===== src/rtl/conv_pkg.sv =====
`default_nettype none
// ============================================================================
// Module   : conv_pkg
// Brief    : Shared FSM state encoding and layer-geometry helpers for the
//            slide_window_conv sequencer and datapath.
// Revision : 1.0
// ============================================================================
package conv_pkg;

    typedef enum logic [2:0] {
        ST_IDLE  = 3'd0,
        ST_CLEAR = 3'd1,
        ST_WRITE = 3'd2,
        ST_READ  = 3'd3,
        ST_MAC   = 3'd4,
        ST_DONE  = 3'd5
    } state_t;

    function automatic int unsigned out_dim(input int unsigned n, input int unsigned f,
                                            input int unsigned p, input int unsigned s);
        return (n + 2 * p - f) / s + 1;
    endfunction

    function automatic int unsigned out_count(input int unsigned rn, input int unsigned cn,
                                              input int unsigned rf, input int unsigned cf,
                                              input int unsigned p,  input int unsigned s);
        return out_dim(rn, rf, p, s) * out_dim(cn, cf, p, s);
    endfunction

    function automatic int unsigned tap_count(input int unsigned rf, input int unsigned cf);
        return rf * cf;
    endfunction

    // Index width for a counter over 0..n-1, never narrower than one bit.
    function automatic int unsigned idx_width(input int unsigned n);
        return (n <= 2) ? 1 : $clog2(n);
    endfunction

endpackage
`default_nettype wire


===== src/rtl/conv_seq_ctrl_if.sv =====
`default_nettype none
// ============================================================================
// Module   : conv_seq_ctrl_if
// Brief    : Scheduler handshake plus datapath control bundle of the sequencer.
// Revision : 1.0
// ============================================================================
interface conv_seq_ctrl_if #(
    parameter int unsigned WIN_W = 5,
    parameter int unsigned TAP_W = 4
);
    logic             start;
    logic             abort;
    logic             busy;
    logic             done;
    logic             clk_en;
    logic             clr;
    logic             en_wr;
    logic             en_rd;
    logic             wr;
    logic             en_MAC;
    logic             en_MAC_out;
    logic [WIN_W-1:0] win_idx;
    logic [TAP_W-1:0] tap_idx;
    logic             y_valid;
    logic [31:0]      cycle_cnt;

    modport master (
        output start, abort,
        input  busy, done, clk_en, clr, en_wr, en_rd, wr, en_MAC, en_MAC_out,
        input  win_idx, tap_idx, y_valid, cycle_cnt
    );

    modport slave (
        input  start, abort,
        output busy, done, clk_en, clr, en_wr, en_rd, wr, en_MAC, en_MAC_out,
        output win_idx, tap_idx, y_valid, cycle_cnt
    );
endinterface
`default_nettype wire


===== src/rtl/conv_win_tap_cnt.sv =====
`default_nettype none
// ============================================================================
// Module   : conv_win_tap_cnt
// Brief    : Nested filter-tap / output-window counter with last-value flags.
// Revision : 1.0
// ============================================================================
module conv_win_tap_cnt #(
    parameter int unsigned OUT_N = 25,
    parameter int unsigned TAPS  = 9,
    parameter int unsigned WIN_W = 5,
    parameter int unsigned TAP_W = 4
) (
    input  wire logic             clk,
    input  wire logic             rst,
    input  wire logic             i_clr,
    input  wire logic             i_en,
    output logic      [WIN_W-1:0] o_win_idx,
    output logic      [TAP_W-1:0] o_tap_idx,
    output logic                  o_tap_last,
    output logic                  o_win_last,
    output logic                  o_tap_pre_last
);
    localparam logic [WIN_W-1:0] c_win_max = WIN_W'(OUT_N - 1);
    localparam logic [TAP_W-1:0] c_tap_max = TAP_W'(TAPS - 1);

    logic [WIN_W-1:0] r_win;
    logic [TAP_W-1:0] r_tap;

    // Window index stops at its last value; only the tap index wraps.
    always_ff @(posedge clk or posedge rst) begin
        if (rst) begin
            r_win <= '0;
            r_tap <= '0;
        end else if (i_clr) begin
            r_win <= '0;
            r_tap <= '0;
        end else if (i_en) begin
            if (r_tap == c_tap_max) begin
                r_tap <= '0;
                if (r_win != c_win_max) begin
                    r_win <= r_win + 1'b1;
                end
            end else begin
                r_tap <= r_tap + 1'b1;
            end
        end
    end

    assign o_win_idx  = r_win;
    assign o_tap_idx  = r_tap;
    assign o_tap_last = (r_tap == c_tap_max);
    assign o_win_last = (r_win == c_win_max);

    // Flags the cycle before the last tap so y_valid can be registered.
    if (TAPS == 1) begin : g_single_tap
        assign o_tap_pre_last = 1'b1;
    end else begin : g_multi_tap
        localparam logic [TAP_W-1:0] c_tap_pre = TAP_W'(TAPS - 2);
        assign o_tap_pre_last = (r_tap == c_tap_pre);
    end

endmodule
`default_nettype wire


===== src/rtl/conv_seq_ctrl.sv =====
`default_nettype none
// ============================================================================
// Module   : conv_seq_ctrl
// Brief    : Sequences one slide_window_conv layer pass (clear, write, read,
//            MAC sweep). Optional pass cycle counter: CONV_SEQ_PERF_CNT_EN.
// Revision : 1.0
// ============================================================================
module conv_seq_ctrl
    import conv_pkg::*;
#(
    parameter int unsigned R_N    = 5,
    parameter int unsigned C_N    = 5,
    parameter int unsigned R_F    = 3,
    parameter int unsigned C_F    = 3,
    parameter int unsigned P      = 1,
    parameter int unsigned S      = 1,
    parameter int unsigned WR_CYC = 9
) (
    input  wire logic       clk,
    input  wire logic       rst,
    conv_seq_ctrl_if.slave  bus
);
    localparam int unsigned c_out_n = out_count(R_N, C_N, R_F, C_F, P, S);
    localparam int unsigned c_taps  = tap_count(R_F, C_F);
    localparam int unsigned c_win_w = idx_width(c_out_n);
    localparam int unsigned c_tap_w = idx_width(c_taps);
    localparam int unsigned c_wr_w  = idx_width(WR_CYC);
    localparam logic [c_wr_w-1:0] c_wr_last = c_wr_w'(WR_CYC - 1);

    state_t             r_state;
    logic [c_wr_w-1:0]  r_wr_cnt;
    logic               r_busy;
    logic               r_done;
    logic               r_clr;
    logic               r_en_wr;
    logic               r_en_rd;
    logic               r_wr;
    logic               r_en_mac;
    logic               r_en_mac_out;
    logic               r_y_valid;

    logic [c_win_w-1:0] w_win_idx;
    logic [c_tap_w-1:0] w_tap_idx;
    logic               w_tap_last;
    logic               w_win_last;
    logic               w_tap_pre_last;
    logic               w_mac_last;
    logic               w_cnt_clr;
    logic               w_cnt_en;

    assign w_mac_last = w_tap_last && w_win_last;
    // Indices live only in MAC/DONE; they clear on the edge leaving DONE or on abort.
    assign w_cnt_clr  = bus.abort || (r_state != ST_MAC);
    assign w_cnt_en   = (r_state == ST_MAC) && !w_mac_last;

    conv_win_tap_cnt #(
        .OUT_N (c_out_n),
        .TAPS  (c_taps),
        .WIN_W (c_win_w),
        .TAP_W (c_tap_w)
    ) u_win_tap_cnt (
        .clk            (clk),
        .rst            (rst),
        .i_clr          (w_cnt_clr),
        .i_en           (w_cnt_en),
        .o_win_idx      (w_win_idx),
        .o_tap_idx      (w_tap_idx),
        .o_tap_last     (w_tap_last),
        .o_win_last     (w_win_last),
        .o_tap_pre_last (w_tap_pre_last)
    );

    always_ff @(posedge clk or posedge rst) begin
        if (rst) begin
            r_state      <= ST_IDLE;
            r_wr_cnt     <= '0;
            r_busy       <= 1'b0;
            r_done       <= 1'b0;
            r_clr        <= 1'b0;
            r_en_wr      <= 1'b0;
            r_en_rd      <= 1'b0;
            r_wr         <= 1'b0;
            r_en_mac     <= 1'b0;
            r_en_mac_out <= 1'b0;
            r_y_valid    <= 1'b0;
        end else begin
            r_done       <= 1'b0;
            r_clr        <= 1'b0;
            r_en_wr      <= 1'b0;
            r_en_rd      <= 1'b0;
            r_wr         <= 1'b0;
            r_en_mac     <= 1'b0;
            r_en_mac_out <= 1'b0;
            r_y_valid    <= 1'b0;
            if (bus.abort) begin
                r_state  <= ST_IDLE;
                r_busy   <= 1'b0;
                r_wr_cnt <= '0;
            end else begin
                case (r_state)
                    ST_IDLE: begin
                        if (bus.start) begin
                            r_state <= ST_CLEAR;
                            r_busy  <= 1'b1;
                            r_clr   <= 1'b1;
                        end
                    end
                    ST_CLEAR: begin
                        r_state  <= ST_WRITE;
                        r_wr_cnt <= '0;
                        r_en_wr  <= 1'b1;
                        r_wr     <= 1'b1;
                    end
                    ST_WRITE: begin
                        if (r_wr_cnt == c_wr_last) begin
                            r_state <= ST_READ;
                            r_en_rd <= 1'b1;
                        end else begin
                            r_wr_cnt <= r_wr_cnt + 1'b1;
                            r_en_wr  <= 1'b1;
                            r_wr     <= 1'b1;
                        end
                    end
                    ST_READ: begin
                        r_state      <= ST_MAC;
                        r_en_rd      <= 1'b1;
                        r_en_mac     <= 1'b1;
                        r_en_mac_out <= 1'b1;
                        r_y_valid    <= (c_taps == 1);
                    end
                    ST_MAC: begin
                        if (w_mac_last) begin
                            r_state <= ST_DONE;
                            r_done  <= 1'b1;
                        end else begin
                            r_en_rd      <= 1'b1;
                            r_en_mac     <= 1'b1;
                            r_en_mac_out <= 1'b1;
                            r_y_valid    <= w_tap_pre_last;
                        end
                    end
                    ST_DONE: begin
                        r_state <= ST_IDLE;
                        r_busy  <= 1'b0;
                    end
                    default: begin
                        r_state <= ST_IDLE;
                        r_busy  <= 1'b0;
                    end
                endcase
            end
        end
    end

`ifdef CONV_SEQ_PERF_CNT_EN
    logic [31:0] r_perf_cnt;
    logic [31:0] r_cycle_cnt;

    // r_perf_cnt holds the 1-based index of the current busy cycle.
    always_ff @(posedge clk or posedge rst) begin
        if (rst) begin
            r_perf_cnt  <= '0;
            r_cycle_cnt <= '0;
        end else if (!bus.abort) begin
            if (r_state == ST_IDLE && bus.start) begin
                r_perf_cnt <= 32'd1;
            end else if (r_busy) begin
                r_perf_cnt <= r_perf_cnt + 32'd1;
            end
            if (r_state == ST_MAC && w_mac_last) begin
                r_cycle_cnt <= r_perf_cnt + 32'd1;
            end
        end
    end

    assign bus.cycle_cnt = r_cycle_cnt;
`else
    assign bus.cycle_cnt = '0;
`endif

    assign bus.busy       = r_busy;
    assign bus.clk_en     = r_busy;
    assign bus.done       = r_done;
    assign bus.clr        = r_clr;
    assign bus.en_wr      = r_en_wr;
    assign bus.en_rd      = r_en_rd;
    assign bus.wr         = r_wr;
    assign bus.en_MAC     = r_en_mac;
    assign bus.en_MAC_out = r_en_mac_out;
    assign bus.y_valid    = r_y_valid;
    assign bus.win_idx    = w_win_idx;
    assign bus.tap_idx    = w_tap_idx;

endmodule
`default_nettype wire


===== src/flat_wrapper.sv =====
// flat-port wrapper written by rule: the top's interface ports become plain ports
module conv_seq_ctrl_flat import conv_pkg::*;
#(
    parameter int unsigned R_N    = 5,
    parameter int unsigned C_N    = 5,
    parameter int unsigned R_F    = 3,
    parameter int unsigned C_F    = 3,
    parameter int unsigned P      = 1,
    parameter int unsigned S      = 1,
    parameter int unsigned WR_CYC = 9
)
  (clk, rst, bus_start, bus_abort, bus_busy, bus_done, bus_clk_en, bus_clr, bus_en_wr, bus_en_rd, bus_wr, bus_en_MAC, bus_en_MAC_out, bus_win_idx, bus_tap_idx, bus_y_valid, bus_cycle_cnt);
  conv_seq_ctrl_if #(.WIN_W(5), .TAP_W(4)) bus_i ();
  input  wire logic clk;
  input  wire logic rst;
  input wire logic [$bits(bus_i.start)-1:0] bus_start;
  input wire logic [$bits(bus_i.abort)-1:0] bus_abort;
  output wire logic [$bits(bus_i.busy)-1:0] bus_busy;
  output wire logic [$bits(bus_i.done)-1:0] bus_done;
  output wire logic [$bits(bus_i.clk_en)-1:0] bus_clk_en;
  output wire logic [$bits(bus_i.clr)-1:0] bus_clr;
  output wire logic [$bits(bus_i.en_wr)-1:0] bus_en_wr;
  output wire logic [$bits(bus_i.en_rd)-1:0] bus_en_rd;
  output wire logic [$bits(bus_i.wr)-1:0] bus_wr;
  output wire logic [$bits(bus_i.en_MAC)-1:0] bus_en_MAC;
  output wire logic [$bits(bus_i.en_MAC_out)-1:0] bus_en_MAC_out;
  output wire logic [$bits(bus_i.win_idx)-1:0] bus_win_idx;
  output wire logic [$bits(bus_i.tap_idx)-1:0] bus_tap_idx;
  output wire logic [$bits(bus_i.y_valid)-1:0] bus_y_valid;
  output wire logic [$bits(bus_i.cycle_cnt)-1:0] bus_cycle_cnt;
  assign bus_i.start = bus_start;
  assign bus_i.abort = bus_abort;
  assign bus_busy = bus_i.busy;
  assign bus_done = bus_i.done;
  assign bus_clk_en = bus_i.clk_en;
  assign bus_clr = bus_i.clr;
  assign bus_en_wr = bus_i.en_wr;
  assign bus_en_rd = bus_i.en_rd;
  assign bus_wr = bus_i.wr;
  assign bus_en_MAC = bus_i.en_MAC;
  assign bus_en_MAC_out = bus_i.en_MAC_out;
  assign bus_win_idx = bus_i.win_idx;
  assign bus_tap_idx = bus_i.tap_idx;
  assign bus_y_valid = bus_i.y_valid;
  assign bus_cycle_cnt = bus_i.cycle_cnt;
  conv_seq_ctrl #(.R_N(R_N), .C_N(C_N), .R_F(R_F), .C_F(C_F), .P(P), .S(S), .WR_CYC(WR_CYC)) u_core (.clk(clk), .rst(rst), .bus(bus_i));
endmodule

===== config.mk =====
export PLATFORM = sky130hd
export DESIGN_NAME = conv_seq_ctrl_flat
export DESIGN_NICKNAME = d
export VERILOG_FILES = /design/src/rtl/conv_pkg.sv /design/src/rtl/conv_seq_ctrl_if.sv /design/src/rtl/conv_win_tap_cnt.sv /design/src/rtl/conv_seq_ctrl.sv /design/src/flat_wrapper.sv
export SDC_FILE = /design/constraint.sdc
export NUM_CORES = 1
export LEC_CHECK = 0
export CAP_MARGIN = 20
export CORE_ASPECT_RATIO = 1.25
export CORE_MARGIN = 10
export CORE_UTILIZATION = 48
export CTS_CLUSTER_SIZE = 40
export DETAILED_ROUTE_END_ITERATION = 16
export PLACE_DENSITY = 0.86
export SYNTH_ARGS = -nofsm -noshare
export SYNTH_HDL_FRONTEND = slang
export SYNTH_SLANG_ARGS = --single-unit

===== constraint.sdc =====
create_clock -name clk -period 3.55 [get_ports clk]
set_input_delay 0.355 -clock clk [delete_from_list [all_inputs] [get_ports clk]]
set_output_delay 0.355 -clock clk [all_outputs]
set_load 0.02 [all_outputs]

==> flow_summary.toml <==
[run_status]
outcome = "complete, no violations"

[worst_setup_path]
r2r_cells = 5
path_depth = 1
path_max_fanout = 6
worstSetupStartpointType = "register"
critPathCaptureType = "output port"
crit_path_start = "u_core.u_win_tap_cnt.o_tap_idx[0]$_DFFE_PP0P_"
ff2ff_setup_slack_ns = 1.93
max_stage_delay_ns = 0.65
crit_family = "buffers and inverters"
critPathKind = "register to output port"
cp.arrival_ns = 1.46
r2r_start = "u_core.u_win_tap_cnt.o_tap_idx[0]$_DFFE_PP0P_"
reg2reg_to = "u_core.u_win_tap_cnt.o_win_idx[3]$_DFFE_PP0P_"
worstPathRequired_ns = 3.19
critical_path.cell_chain = "clkdlybuf4s50_1"
worst-path-buf-inv = 1
cp-endpoint = "bus_tap_idx[0]"
crit_slowest_cell = "clkdlybuf4s50_1"

[clock_network]
holdBufCountCts = 0
cts_root_buf = "clkbuf_4"
clock_sinks = 23
htreeDepth = 1
cts_inserted_buffers = 3
post-cts-setup-buffers = 0
clk_path_buf_depth = 2
post_cts_resized = 0
cts_tree = "yes"
clkLatencyLatePin_ns = 0.32
clk_pin_slew_ns = 0.13

[die]
placementRows = 22
fp.dieH_um = 82.3
dieArea_sq_mm = 0.00575
pin_count = 55
core_area_sq_mm = 0.00297
start_util_pct = 50.1
dieWidth_um = 69.8

[synthesis]
synth.distinct_cells = 38
syn_area_sq_mm = 0.00149
syn_inst = 158
synthFlopType = "dfrtp_1"
synth_xor_area_share_pct = 1.76
synth_edf_count = 0
synth_warnings = 0
syn_area_per_cell_sq_um = 9.43
synth-simple-area-share_pct = 19.1
ys_seq_elements = 23
seq_area_frac_synth_pct = 38.6
synth_compound_area_share_pct = 13.4
async_flop_share_pct = 100
muxShareOfSynthArea_pct = 0
synth-adder-area-share_pct = 5.04
synth_top_family_by_area = "buffers and inverters"

[power_and_ir_drop]
total_power_mw = 0.534
p_per_area_mw_per_mm2 = 334
p_leak_nw = 0.686
ir_worst_vdd_v = 0.000142

[placement]
io_buffers = 22
dp.cells = 206
hpwlAfterDp_um = 2390
place_congestion = 0.796

[sta]
tightest_slew_ns = 0.874
hold_viol = 0
finalMaxSlewViolations = 0
setup_viol = 0
max_freq_mhz = 552
fin_crit_sh_pct = 51.0
skew_ns = 0.00567
rsz0062_at_grt = "no"
finalCriticalPeriod_ns = 1.81
fin_setup_tns_ns = 0
slew_headroom_pct = 41.7
timing.hold.ws_ns = 0.507

[drt]
antenna_left = 0
remaining_drc_errors = 0
wl_per_cell_um = 14.5
drt-pass1-iter-count = 4
avgViaCountPerCell = 5.13
vias = 1077
drt_iter0_markers = 77
wl_um = 3040

[global_route]
grt_use_total_pct = 10.9
grt_overflow = 0
grt_max_degree = 24
grt_pass1_wl_um = 5230
antenna_found_initial = 0
grt_pass1_vias = 1138

[cells_and_area]
final_cell_mix = "conb_1 (32), dfrtp_1 (23), clkdlybuf4s50_1 (22)"
drive_gt1_share_pct = 5.75
instances_no_fill = 210
nets = 185
area_growth_pct = 7.39
antenna_cells = 0
final_common_cell = "conb_1"
post-route-util_pct = 53.8

[min_path]
hold_class = "input port to asynchronous set/reset pin"

[job]
maxCapViolCount = 0
## per-layer routing
layer | vias up | track usage (%) | wire, um | share of wire, %
met5 | - | 0 | 0 | 0
met4 | 0 | 6.52 | 55 | 1.8
met3 | 7 | 2.98 | 195 | 6.4
met2 | 39 | 19.5 | 1640 | 54
met1 | 517 | 11.3 | 1150 | 38
li1 | 514 | - | - | -
## cell families (layout without fill, tap and decap cells)
family / count (synthesis) / in the layout
and+or+nand+nor: 46 / 46
AOI/OAI and AO/OA: 31 / 31
buffers and inverters: 48 / 33
adders and majority gates: 6 / 6
DFF: 23 / 23
xor gates and xnor gates: 3 / 3
other: 1 / 32
## worst reg2reg max path: cells and delay by family, from the launching register on
kind / cells / cell delay (ns)
AO/OA/AOI/OAI: 1 / 0.15
AND/OR/NAND/NOR: 2 / 0.65
buffers and inverters: 1 / 0.09
flip-flops: 1 / 0.48
adder cells (fa/ha/maj): 1 / 0.20
## cell type report
class | count | area (sq um)
clock inverters | 1 | 5.00
multi-input cells | 118 | 706
repair buffers | 22 | 220
flip-flops and latches | 23 | 576
inverters | 7 | 26.3
fillers | 280 | 1370
clock buffers | 3 | 22.5
well taps | 36 | 45.0
## flip-flops by register name (all words and copies together) (netlist names)
register and count:
u_core.u_win_tap_cnt.o_win_idx 5, u_core.bus.wr 1, u_core.u_win_tap_cnt.o_tap_idx 4, u_core.bus.en_rd 1
u_core.bus.clr 1, u_core.bus.en_MAC 1, u_core.r_state 3, u_core.bus.busy 1
u_core.bus.done 1, u_core.bus.y_valid 1, u_core.r_wr_cnt 4
## cell usage after synthesis (2+ instances only)
cell	instances	area [sq um]
nor2b_1	2	12.5
clkbuf_1	2	7.51
xnor2_1	2	17.5
a211oi_1	3	22.5
nand4b_1	3	26.3
a21oi_1	10	50.1
nand3b_1	4	30.0
o21ai_1	2	10.0
o21ai_0	7	35.0
buf_2	2	10.0
or3_1	3	18.8
nor3b_1	2	15.0
ha_1	6	75.1
nand2_1	8	30.0
nor3_1	2	10.0
nor2_1	5	18.8
buf_4	36	270
a211oi_2	2	25.0
inv_1	7	26.3
and3b_1	2	17.5
dfrtp_1	23	576
nand3_1	9	45.0
## report_power, final
| part | total (mW) | switching, mW | internal, mW |
|---|---|---|---|
| logic | 0.117 | 0.0766 | 0.0407 |
| registers | 0.293 | 0.0196 | 0.274 |
| clock network | 0.124 | 0.0814 | 0.0423 |
| total | 0.534 | 0.178 | 0.357 |
## worst min-delay path by stage
stage | start | to | slack [ns] | cells after the start
after floorplan | rst | u_core.bus.busy$_DFFE_PP0P_ | 0.36 | 1
after global placement | u_core.r_wr_cnt[3]$_DFFE_PP0P_ | u_core.r_wr_cnt[3]$_DFFE_PP0P_ | 0.49 | 1
after detailed placement | u_core.r_wr_cnt[3]$_DFFE_PP0P_ | u_core.r_wr_cnt[3]$_DFFE_PP0P_ | 0.50 | 1
after CTS | u_core.r_wr_cnt[3]$_DFFE_PP0P_ | u_core.r_wr_cnt[3]$_DFFE_PP0P_ | 0.52 | 1
after global routing | u_core.r_wr_cnt[3]$_DFFE_PP0P_ | u_core.r_wr_cnt[3]$_DFFE_PP0P_ | 0.57 | 1
final | rst | u_core.u_win_tap_cnt.o_tap_idx[3]$_DFFE_PP0P_ | 0.51 | 2
## per-stage QoR
stage | instance area [sq um] | setup WS (ns)
final | 1600 | 1.74
after global routing | 1600 | 1.67
after CTS | 1600 | 1.73
after detailed placement | 1570 | 1.53
after global placement | 1570 | 1.56
after floorplan | 1610 | 2.02
(Power assumes the default switching activity.)
